<file path="src/rtl/note_link_pkg.sv">
// Shared types and constants for the note serial link: FSM encoding, frame length, error counter width.
// Frame length grows by one parity bit when PARITY_CHECK_EN is defined.
package note_link_pkg;

  typedef enum logic [1:0] {
    ST_IDLE  = 2'd0,
    ST_SHIFT = 2'd1,
    ST_CHECK = 2'd2
  } state_t;

  localparam int ERR_CNT_W = 8;

  function automatic int frame_len(input int data_w);
`ifdef PARITY_CHECK_EN
    return data_w + 1;
`else
    return data_w;
`endif
  endfunction

endpackage

</file>
<file path="src/rtl/bit_sync_edge.sv">
// Multi-flop synchronizer for one asynchronous input, with rise/fall pulses
// derived from the synchronized copy only.
module bit_sync_edge #(
  parameter int SYNC_STAGES = 2
) (
  input  logic clk,
  input  logic rst_n,
  input  logic i_async,
  output logic o_sync,
  output logic o_rise,
  output logic o_fall
);

  logic [SYNC_STAGES-1:0] r_sync;
  logic                   r_prev;

  always_ff @(posedge clk or negedge rst_n) begin
    if (!rst_n) begin
      r_sync <= '0;
      r_prev <= 1'b0;
    end else begin
      r_sync <= {r_sync[SYNC_STAGES-2:0], i_async};
      r_prev <= r_sync[SYNC_STAGES-1];
    end
  end

  assign o_sync = r_sync[SYNC_STAGES-1];
  assign o_rise = r_sync[SYNC_STAGES-1] & ~r_prev;
  assign o_fall = ~r_sync[SYNC_STAGES-1] & r_prev;

endmodule

</file>
<file path="src/rtl/note_deserializer.sv">
// Serial note-frame receiver: synchronizes sclk/sdata/sframe, shifts a frame MSB first,
// validates its length (and even parity when PARITY_CHECK_EN is defined) and publishes NDATA.
module note_deserializer
  import note_link_pkg::*;
#(
  parameter int DATA_W      = 37,
  parameter int SYNC_STAGES = 2,
  parameter int TIMEOUT     = 4096
) (
  input  logic                 clk,
  input  logic                 rst_n,
  input  logic                 sclk,
  input  logic                 sdata,
  input  logic                 sframe,
  output logic [DATA_W-1:0]    NDATA,
  output logic                 ndata_valid,
  output logic                 frame_err,
  output logic [ERR_CNT_W-1:0] err_count,
  output logic [1:0]           o_dbg_state
);

  localparam int FRAME_LEN = frame_len(DATA_W);
  localparam int CNT_W     = $clog2(FRAME_LEN + 2);
  localparam int TO_W      = $clog2(TIMEOUT + 1);

  localparam logic [CNT_W-1:0] CNT_FULL = CNT_W'(FRAME_LEN);
  localparam logic [CNT_W-1:0] CNT_SAT  = CNT_W'(FRAME_LEN + 1);
  localparam logic [TO_W-1:0]  TO_LAST  = TO_W'(TIMEOUT - 1);

  logic w_sclk_rise;
  logic w_sdata;
  logic w_sframe_rise;
  logic w_sframe_fall;
  logic w_unused_sclk_sync;
  logic w_unused_sclk_fall;
  logic w_unused_sdata_rise;
  logic w_unused_sdata_fall;
  logic w_unused_sframe_sync;

  bit_sync_edge #(.SYNC_STAGES(SYNC_STAGES)) u_sync_sclk (
    .clk    (clk),
    .rst_n  (rst_n),
    .i_async(sclk),
    .o_sync (w_unused_sclk_sync),
    .o_rise (w_sclk_rise),
    .o_fall (w_unused_sclk_fall)
  );

  bit_sync_edge #(.SYNC_STAGES(SYNC_STAGES)) u_sync_sdata (
    .clk    (clk),
    .rst_n  (rst_n),
    .i_async(sdata),
    .o_sync (w_sdata),
    .o_rise (w_unused_sdata_rise),
    .o_fall (w_unused_sdata_fall)
  );

  bit_sync_edge #(.SYNC_STAGES(SYNC_STAGES)) u_sync_sframe (
    .clk    (clk),
    .rst_n  (rst_n),
    .i_async(sframe),
    .o_sync (w_unused_sframe_sync),
    .o_rise (w_sframe_rise),
    .o_fall (w_sframe_fall)
  );

  state_t                 r_state;
  logic [FRAME_LEN-1:0]   r_shift;
  logic [CNT_W-1:0]       r_bit_cnt;
  logic [TO_W-1:0]        r_to_cnt;

  logic                   w_good;
  logic [DATA_W-1:0]      w_payload;
  logic [ERR_CNT_W-1:0]   w_err_next;

`ifdef PARITY_CHECK_EN
  // Trailing bit makes the whole frame even parity, so a good frame XORs to zero.
  assign w_good    = (r_bit_cnt == CNT_FULL) && !(^r_shift);
  assign w_payload = r_shift[FRAME_LEN-1:1];
`else
  assign w_good    = (r_bit_cnt == CNT_FULL);
  assign w_payload = r_shift;
`endif

  assign w_err_next  = (err_count == '1) ? err_count : err_count + 1'b1;
  assign o_dbg_state = r_state;

  always_ff @(posedge clk or negedge rst_n) begin
    if (!rst_n) begin
      r_state     <= ST_IDLE;
      r_shift     <= '0;
      r_bit_cnt   <= '0;
      r_to_cnt    <= '0;
      NDATA       <= '0;
      ndata_valid <= 1'b0;
      frame_err   <= 1'b0;
      err_count   <= '0;
    end else begin
      ndata_valid <= 1'b0;
      frame_err   <= 1'b0;
      case (r_state)
        ST_IDLE: begin
          if (w_sframe_rise) begin
            r_shift   <= '0;
            r_bit_cnt <= '0;
            r_to_cnt  <= '0;
            r_state   <= ST_SHIFT;
          end
        end
        ST_SHIFT: begin
          if (w_sclk_rise) begin
            r_shift  <= {r_shift[FRAME_LEN-2:0], w_sdata};
            r_to_cnt <= '0;
            if (r_bit_cnt != CNT_SAT) r_bit_cnt <= r_bit_cnt + 1'b1;
          end else begin
            r_to_cnt <= r_to_cnt + 1'b1;
          end
          // A closing sframe edge wins over a timeout landing in the same cycle.
          if (w_sframe_fall) begin
            r_state <= ST_CHECK;
          end else if (!w_sclk_rise && (r_to_cnt == TO_LAST)) begin
            frame_err <= 1'b1;
            err_count <= w_err_next;
            r_state   <= ST_IDLE;
          end
        end
        ST_CHECK: begin
          if (w_good) begin
            NDATA       <= w_payload;
            ndata_valid <= 1'b1;
          end else begin
            frame_err <= 1'b1;
            err_count <= w_err_next;
          end
          if (w_sframe_rise) begin
            r_shift   <= '0;
            r_bit_cnt <= '0;
            r_to_cnt  <= '0;
            r_state   <= ST_SHIFT;
          end else begin
            r_state <= ST_IDLE;
          end
        end
        default: r_state <= ST_IDLE;
      endcase
    end
  end

endmodule

</file>
<file path="config.mk">
export PLATFORM = sky130hd
export DESIGN_NAME = note_deserializer
export DESIGN_NICKNAME = d
export VERILOG_FILES = /design/src/rtl/note_link_pkg.sv /design/src/rtl/bit_sync_edge.sv /design/src/rtl/note_deserializer.sv
export SDC_FILE = /design/constraint.sdc
export NUM_CORES = 1
export LEC_CHECK = 0
export ABC_AREA = 1
export BUFFER_PORTS_ARGS = -buffer_cell sky130_fd_sc_hd__buf_4
export CORE_MARGIN = 4
export CORE_UTILIZATION = 50
export DETAILED_ROUTE_END_ITERATION = 12
export GPL_TIMING_DRIVEN = 0
export PLACE_DENSITY = 0.7
export SYNTH_ARGS = -nofsm -noshare
export SYNTH_HDL_FRONTEND = slang
export SYNTH_SLANG_ARGS = --single-unit
</file>
<file path="constraint.sdc">
create_clock -name clk -period 1.9 [get_ports clk]
set_clock_uncertainty 0.05 [all_clocks]
set_input_delay 0.19 -clock clk [delete_from_list [all_inputs] [get_ports clk]]
set_output_delay 0.19 -clock clk [all_outputs]
set_load 0.005 [all_outputs]
</file>
==> results of run 1 <==
-- worst max-delay path by stage --
stage                                          start                      end  slack (ns)  cells after the start
after floorplan           o_dbg_state[0]$_DFFE_PN0P_   r_shift[0]$_DFFE_PN0P_        0.16                     10
after global placement    o_dbg_state[0]$_DFFE_PN0P_  r_shift[35]$_DFFE_PN0P_       -0.13                     10
after detailed placement  o_dbg_state[0]$_DFFE_PN0P_  r_shift[32]$_DFFE_PN0P_       -0.15                     10
after CTS                 o_dbg_state[0]$_DFFE_PN0P_  r_to_cnt[7]$_DFFE_PN0P_       0.009                      8
after global routing      o_dbg_state[1]$_DFFE_PN0P_  r_shift[24]$_DFFE_PN0P_       -0.03                     11
final                     o_dbg_state[1]$_DFFE_PN0P_  r_shift[24]$_DFFE_PN0P_        0.08                      8
-- cell type report --
cell class              instances  area, sq um  share of cell area [%]
clock inverters                13          160                    2.46
repair buffers                 65          557                    8.54
clock buffers                  19          432                    6.62
multi-input cells             328         1860                    28.5
flip-flops and latches        113         2830                    43.4
plain buffers                  23          218                    3.34
well taps                     133          166                    2.55
inverters                      77          298                    4.57
-- through the flow --
stage	utilization (%)	TNS (ns)	instance area (sq um)	setup WS (ns)
final	66.1	0	6520	0.0797
after floorplan	-	0	5100	0.157
after detailed placement	57.4	-5.29	5660	-0.148
after global routing	66.1	-0.0550	6520	-0.0302
after global placement	57.4	-4.09	5660	-0.132
after CTS	64.3	0	6340	0.00949
-- metal layers --
layer	vias to the layer above	track usage [%]	wire, microns
met5	-	0	0
met4	0	7.75	143
met3	16	4.68	436
met2	79	33.1	5520
met1	1933	24.5	4870
li1	1927	-	-
-- critical path, cell delays in order, from the launching register on --
cell and delay, ns:
dfrtp_2 0.46, buf_4 0.16, ha_1 0.22, a21oi_4 0.19, nand2_2 0.12, inv_4 0.09, buf_8 0.13, buf_4 0.16
o21ai_0 0.10
-- cell families after synthesis --
logic type               Yosys count  synth area share [%]
AND/OR/NAND/NOR                  206                  18.9
flip-flops                       113                  55.4
AO/OA/AOI/OAI                    106                  13.0
buffers and inverters            100                  9.18
adder cells (fa/ha/maj)           10                  2.45
XOR/XNOR                           6                  1.03
-- power groups by stage --
stage / Sequential [mW] / Clock, mW / Combinational [mW]
6_report: 2.66 / 3.16 / 1.69
5_1_grt: 2.67 / 3.33 / 1.89
4_1_cts: 2.65 / 3.21 / 1.42
3_5_place_dp: 2.70 / 0 / 1.32
3_3_place_gp: 2.69 / 0 / 1.29
2_1_floorplan: 2.67 / 0 / 0.899
-- timing repair --
item	4_1_cts	5_1_grt
endpoints found under the setup margin	63	60
gates resized for setup	12	24
setup buffers	2	3
pin swaps	1	3
gates cloned	0	2
hold buffers	4	0
endpoints found under the hold margin	15	0
-- state kept, by name, summed over array words and instances, names as in the netlist --
| signal | count |
|---|---|
| NDATA | 37 |
| err_count | 8 |
| frame_err | 1 |
| ndata_valid | 1 |
| o_dbg_state | 2 |
| r_bit_cnt | 6 |
| r_shift | 37 |
| r_to_cnt | 13 |
| u_sync_sclk.r_prev | 1 |
| u_sync_sclk.r_sync | 2 |
| u_sync_sdata.r_sync | 2 |
| u_sync_sframe.r_prev | 1 |
| u_sync_sframe.r_sync | 2 |
-- placed cells by master (no fill, tap or decap), types with 2 or more instances in the layout --
cell type      instances
a21oi_1                8
a21oi_4                2
a31oi_1                3
buf_2                  2
buf_4                 60
buf_6                 10
buf_8                  4
bufinv_16              3
clkbuf_1               4
clkbuf_16             18
clkbuf_8               2
clkinv_2               4
clkinv_4               2
clkinvlp_4             3
dfrtp_1              111
dfrtp_2                2
dlygate4sd3_1          4
ha_1                   8
inv_1                 69
inv_2                  5
inv_4                  2
inv_6                  2
nand2_1              101
nand2_2                2
nand2_4                2
nand3_1               53
nand3_2                2
nand4_1               16
nor2_1                15
nor2_2                 3
nor2_4                 3
nor3_1                 3
o21ai_0               45
o21ai_1               14
o21ai_2               31
xor2_1                 6
==> flow_metrics.env, run 1 <==
export IMPL_timing_rr_end="r_shift[24]$_DFFE_PN0P_"
export IMPL_clkPwrFrac_pct=42.1
export IMPL_holdWs_ns=0.0179
export IMPL_dp_cells=727
export IMPL_max_cap_violations=0
export IMPL_power_leakage_nw=3.07
export IMPL_slew_headroom_pct=68.7
export IMPL_dominantRegCellSynth="dfrtp_1"
export IMPL_synthTopCellsByCount="dfrtp_1, nand2_1, inv_1, nand3_1, o21ai_0"
export IMPL_io_pins=54
export IMPL_fmax_mhz=549
export IMPL_syn_area_sq_um=5100
export IMPL_drc=0
export IMPL_synth_area_leaders="dfrtp_1, nand2_1, inv_1, nand3_1, o21ai_2"
export IMPL_pwr_share_comb_pct=22.5
export IMPL_tightest_slew_ns=0.470
export IMPL_routed_wl_microns=11000
export IMPL_hold_violations=0
export IMPL_std_cell_rows=36
export IMPL_switching_power_mw=2.29
export IMPL_critical_path_class="reg -> reg"
export IMPL_yosysTopAreaCellShare_pct=55.4
export IMPL_initial_utilization_pct=51.7
export IMPL_die_h_microns=109
export IMPL_setup_viol=0
export IMPL_report_final_slew_viol_count=0
export IMPL_cts_tree="yes"
export IMPL_yosys_register_bits=113
export IMPL_syn_to_final_growth_pct=27.8
export IMPL_postSynthCellCount=541
export IMPL_wl_per_cell_microns=14.2
export IMPL_nFillCells=780
export IMPL_vdd_ir_drop_max_mv=0.643
export IMPL_seqPwrFrac_pct=35.4
export IMPL_n_antenna_cell=0
export IMPL_drt_iter0_markers=231
export IMPL_reg2reg_slack_ns=0.08
export IMPL_syn_num_nets=556
export IMPL_core_sq_um=9860
export IMPL_vias=3955
export IMPL_dr_pass1_iters=6
export IMPL_clk_latency_ns=0.52
export IMPL_globalRouteTotalUtil_pct=19.7
export IMPL_grt_pass1_wl_microns=18300
export IMPL_crit_fanout=10
export IMPL_synthArstFlopShare_pct=100
export IMPL_cts_sinks=113
export IMPL_synth_warnings=0
export IMPL_status="finished clean"
export IMPL_synth_area_leader_cell="dfrtp_1"
export IMPL_powerDensity_nw_per_um2=1150
export IMPL_stdcell_count=771
export IMPL_postSynthAreaPerCell_sq_um=9.43
export IMPL_clk_path_buf_depth=2
export IMPL_arrival_ns=2.16
export IMPL_synth_edff_count=0
export IMPL_htreeDepth=4
export IMPL_p_int_mw=5.23
export IMPL_cp_required_ns=2.24
export IMPL_end_kind="register"
export IMPL_dpl_hpwl_microns=7060
export IMPL_fin_nets=640
export IMPL_layout_drive_gt1_share_pct=27.0
export IMPL_cts_made_buffers=17
export IMPL_port_buffers=53
export IMPL_reg2reg_from="o_dbg_state[1]$_DFFE_PN0P_"
export IMPL_finalPower_mw=7.52
export IMPL_antenna_left=0
export IMPL_yosysMostFrequentCell="dfrtp_1"
export IMPL_viasPerCell=5.13
export IMPL_antenna_found_initial=0
export IMPL_ys_seq_area_share_pct=55.4
export IMPL_hp_class="in -> async"
export IMPL_die_x_microns=109
export IMPL_cts_root_buf="clkbuf_8"
export IMPL_power_switching_share_pct=30.4
export IMPL_start_kind="register"
export IMPL_dieArea_sq_um=11900
export IMPL_grt_max_degree=114
export IMPL_worstRegToRegCells=8
export IMPL_grt_pass1_vias=3926
export IMPL_place_congestion=0.836
export IMPL_yosysUniqueCellTypes=35
export IMPL_grt_ovfl_total=0
export IMPL_path_clk_slew_ns=0.06
export IMPL_period_share_pct=95.8
export IMPL_fin_crit_ns=1.82
Power figures use the tool's default switching activity.
==> run 2, diff against run 1 <==
--- a/config.mk
+++ b/config.mk
@@ -7,11 +7,13 @@
 export LEC_CHECK = 0
 export ABC_AREA = 1
 export BUFFER_PORTS_ARGS = -buffer_cell sky130_fd_sc_hd__buf_4
+export CELL_PAD_IN_SITES_DETAIL_PLACEMENT = 0
+export CELL_PAD_IN_SITES_GLOBAL_PLACEMENT = 1
 export CORE_MARGIN = 4
-export CORE_UTILIZATION = 50
+export CORE_UTILIZATION = 45
 export DETAILED_ROUTE_END_ITERATION = 12
 export GPL_TIMING_DRIVEN = 0
-export PLACE_DENSITY = 0.7
+export PLACE_DENSITY = 0.79
 export SYNTH_ARGS = -nofsm -noshare
 export SYNTH_HDL_FRONTEND = slang
 export SYNTH_SLANG_ARGS = --single-unit
==> run 2 against run 1 <==
- largest cell class unchanged
- die area increased by 10%
- maximum frequency increased by 2.3%
- total power about the same
- cell area decreased by 0.27%
- cell count increased by 0.91%
- global-route usage decreased by 1.3 points
- sequential cell count unchanged
- wire length decreased by 0.89%
- critical path depth increased by 2
- first-iteration DRC count decreased by 3.0%
- hold slack improved by 0.12 ns
- sequential power about the same
- highest routed layer unchanged
==> flow_metrics.env, run 2 (synthesized netlist as in run 1, its figures left out) <==
export IMPL_vdd_ir_drop_max_mv=1.18
export IMPL_grt_pass1_wl_microns=19000
export IMPL_cp_top_family="buffers and inverters"
export IMPL_initial_utilization_pct=46.4
export IMPL_slowest_stage="dfrtp_2"
export IMPL_worstRegToRegCells=10
export IMPL_fin_crit_ns=1.78
export IMPL_holdWs_ns=0.139
export IMPL_end_kind="register"
export IMPL_clk_path_buf_depth=2
export IMPL_grt_max_degree=96
export IMPL_dieArea_sq_um=13100
export IMPL_start_kind="register"
export IMPL_syn_to_final_growth_pct=27.5
export IMPL_globalRouteTotalUtil_pct=18.4
export IMPL_vias=3893
export IMPL_largestRegisters="NDATA: 37 flops, r_shift: 37 flops, r_to_cnt: 13 flops"
export IMPL_final_area_sq_um=6500
export IMPL_dpl_hpwl_microns=7240
export IMPL_final_core_util_pct=59.2
export IMPL_fin_nets=640
export IMPL_fmax_mhz=562
export IMPL_cp_required_ns=2.13
export IMPL_cts_root_buf="clkbuf_16"
export IMPL_io_pins=54
export IMPL_grt_pass1_vias=3977
export IMPL_die_x_microns=114
export IMPL_seqPwrFrac_pct=35.3
export IMPL_power_switching_share_pct=30.2
export IMPL_antenna_left=0
export IMPL_p_int_mw=5.25
export IMPL_reg2reg_from="o_dbg_state[0]$_DFFE_PN0P_"
export IMPL_cts_sinks=113
export IMPL_layout_commonest_cell="dfrtp_1"
export IMPL_arrival_ns=2.00
export IMPL_final_cell_mix="dfrtp_1, nand2_1, inv_1"
export IMPL_critical_path_class="reg -> reg"
export IMPL_report_final_slew_viol_count=0
export IMPL_die_h_microns=114
export IMPL_dr_pass1_iters=6
export IMPL_timing_rr_end="r_shift[28]$_DFFE_PN0P_"
export IMPL_switching_power_mw=2.27
export IMPL_placed_cell_area_sq_um=5700
export IMPL_antenna_found_initial=0
export IMPL_status="finished clean"
export IMPL_htreeDepth=4
export IMPL_core_sq_um=11000
export IMPL_powerDensity_nw_per_um2=1160
export IMPL_period_share_pct=93.6
export IMPL_setup_viol=0
export IMPL_rsz0062_at_grt="false"
export IMPL_hold_violations=0
export IMPL_tightest_slew_ns=0.506
export IMPL_hp_class="in -> async"
export IMPL_drt_iter0_markers=224
export IMPL_reg2reg_slack_ns=0.12
export IMPL_n_antenna_cell=0
export IMPL_pwr_share_comb_pct=21.5
export IMPL_wl_per_cell_microns=14.0
export IMPL_power_leakage_nw=3.07
export IMPL_crit_fanout=10
export IMPL_slowest_delay_ns=0.39
export IMPL_port_buffers=53
export IMPL_routed_wl_microns=10900
export IMPL_cts_tree="yes"
export IMPL_clkPwrFrac_pct=43.1
export IMPL_layout_drive_gt1_share_pct=27.0
export IMPL_slew_headroom_pct=66.3
export IMPL_pre_cts_slack_ns=-0.194
export IMPL_critPathBufInv=5
export IMPL_max_cap_violations=0
export IMPL_drc=0
export IMPL_path_clk_slew_ns=0.05
export IMPL_std_cell_rows=38
export IMPL_timing_final_ws_setup_ns=0.121
export IMPL_place_congestion=0.786
export IMPL_clk_latency_ns=0.40
export IMPL_cts_made_buffers=17
export IMPL_grt_ovfl_total=0
export IMPL_viasPerCell=5.00
export IMPL_cp_cell_sequence="inv_1 > ha_2 > inv_2 > nand2_4 > a21oi_4 > nand2_2 > inv_4 > buf_8 > buf_4 > o21ai_0"
==> run 2: changes by cell type in the layout (fill, tap and decap cells not counted), sizes merged <==
cell      delta
buf          +2
clkbuf       -2
clkinv       -2
clkinvlp     +1
inv          +1
==> run 2: worst max-delay path by stage <==
stage,cells past startpoint,slack (ns),endpoint,startpoint
6_report,10,0.12,r_shift[28]$_DFFE_PN0P_,o_dbg_state[0]$_DFFE_PN0P_
5_1_grt,11,0.01,r_shift[27]$_DFFE_PN0P_,o_dbg_state[0]$_DFFE_PN0P_
4_1_cts,8,0.001,r_to_cnt[7]$_DFFE_PN0P_,o_dbg_state[0]$_DFFE_PN0P_
3_5_place_dp,10,-0.19,r_shift[8]$_DFFE_PN0P_,o_dbg_state[0]$_DFFE_PN0P_
3_3_place_gp,10,-0.13,r_shift[9]$_DFFE_PN0P_,o_dbg_state[0]$_DFFE_PN0P_
2_1_floorplan,10,0.16,r_shift[0]$_DFFE_PN0P_,o_dbg_state[0]$_DFFE_PN0P_
==> run 2: layout make-up <==
class	instances	area, sq um
Fill cell	952	4480
Timing Repair Buffer	65	539
Inverter	77	295
Sequential cell	113	2830
Buffer	23	210
Clock buffer	19	443
Clock inverter	13	159
Tap cell	140	175
Multi-Input combinational cell	328	1850
==> run 2: routing by layer <==
layer	part of all wire, %	track usage, %
met5	0	0
met4	0.95	5.38
met3	4.0	6.18
met2	49	28.8
met1	46	24.4
==> run 2: timing repair <==
item | 4_1_cts | 5_1_grt
hold endpoints to repair | 116 | 0
buffers inserted | 2 | 4
endpoints found under the setup margin | 64 | 60
hold buffers | 4 | 0
gates cloned | 0 | 1
gates resized for setup | 13 | 20
pin swaps | 1 | 2
==> run 2: power groups by stage <==
stage	logic, mW	clock network (mW)	registers [mW]
floorplan	0.899	0	2.67
global placement	1.32	0	2.69
detailed placement	1.34	0	2.70
CTS	1.45	3.30	2.66
global route	1.81	3.44	2.67
finish	1.62	3.24	2.66
==> run 2: metrics by stage <==
| stage | power, mW | cells | setup TNS [ns] |
|---|---|---|---|
| after floorplan | 3.57 | 541 | 0 |
| after global placement | 4.01 | 734 | -4.35 |
| after detailed placement | 4.04 | 735 | -7.86 |
| after CTS | 7.41 | 773 | 0 |
| after global routing | 7.92 | 778 | 0 |
| final | 7.52 | 778 | 0 |
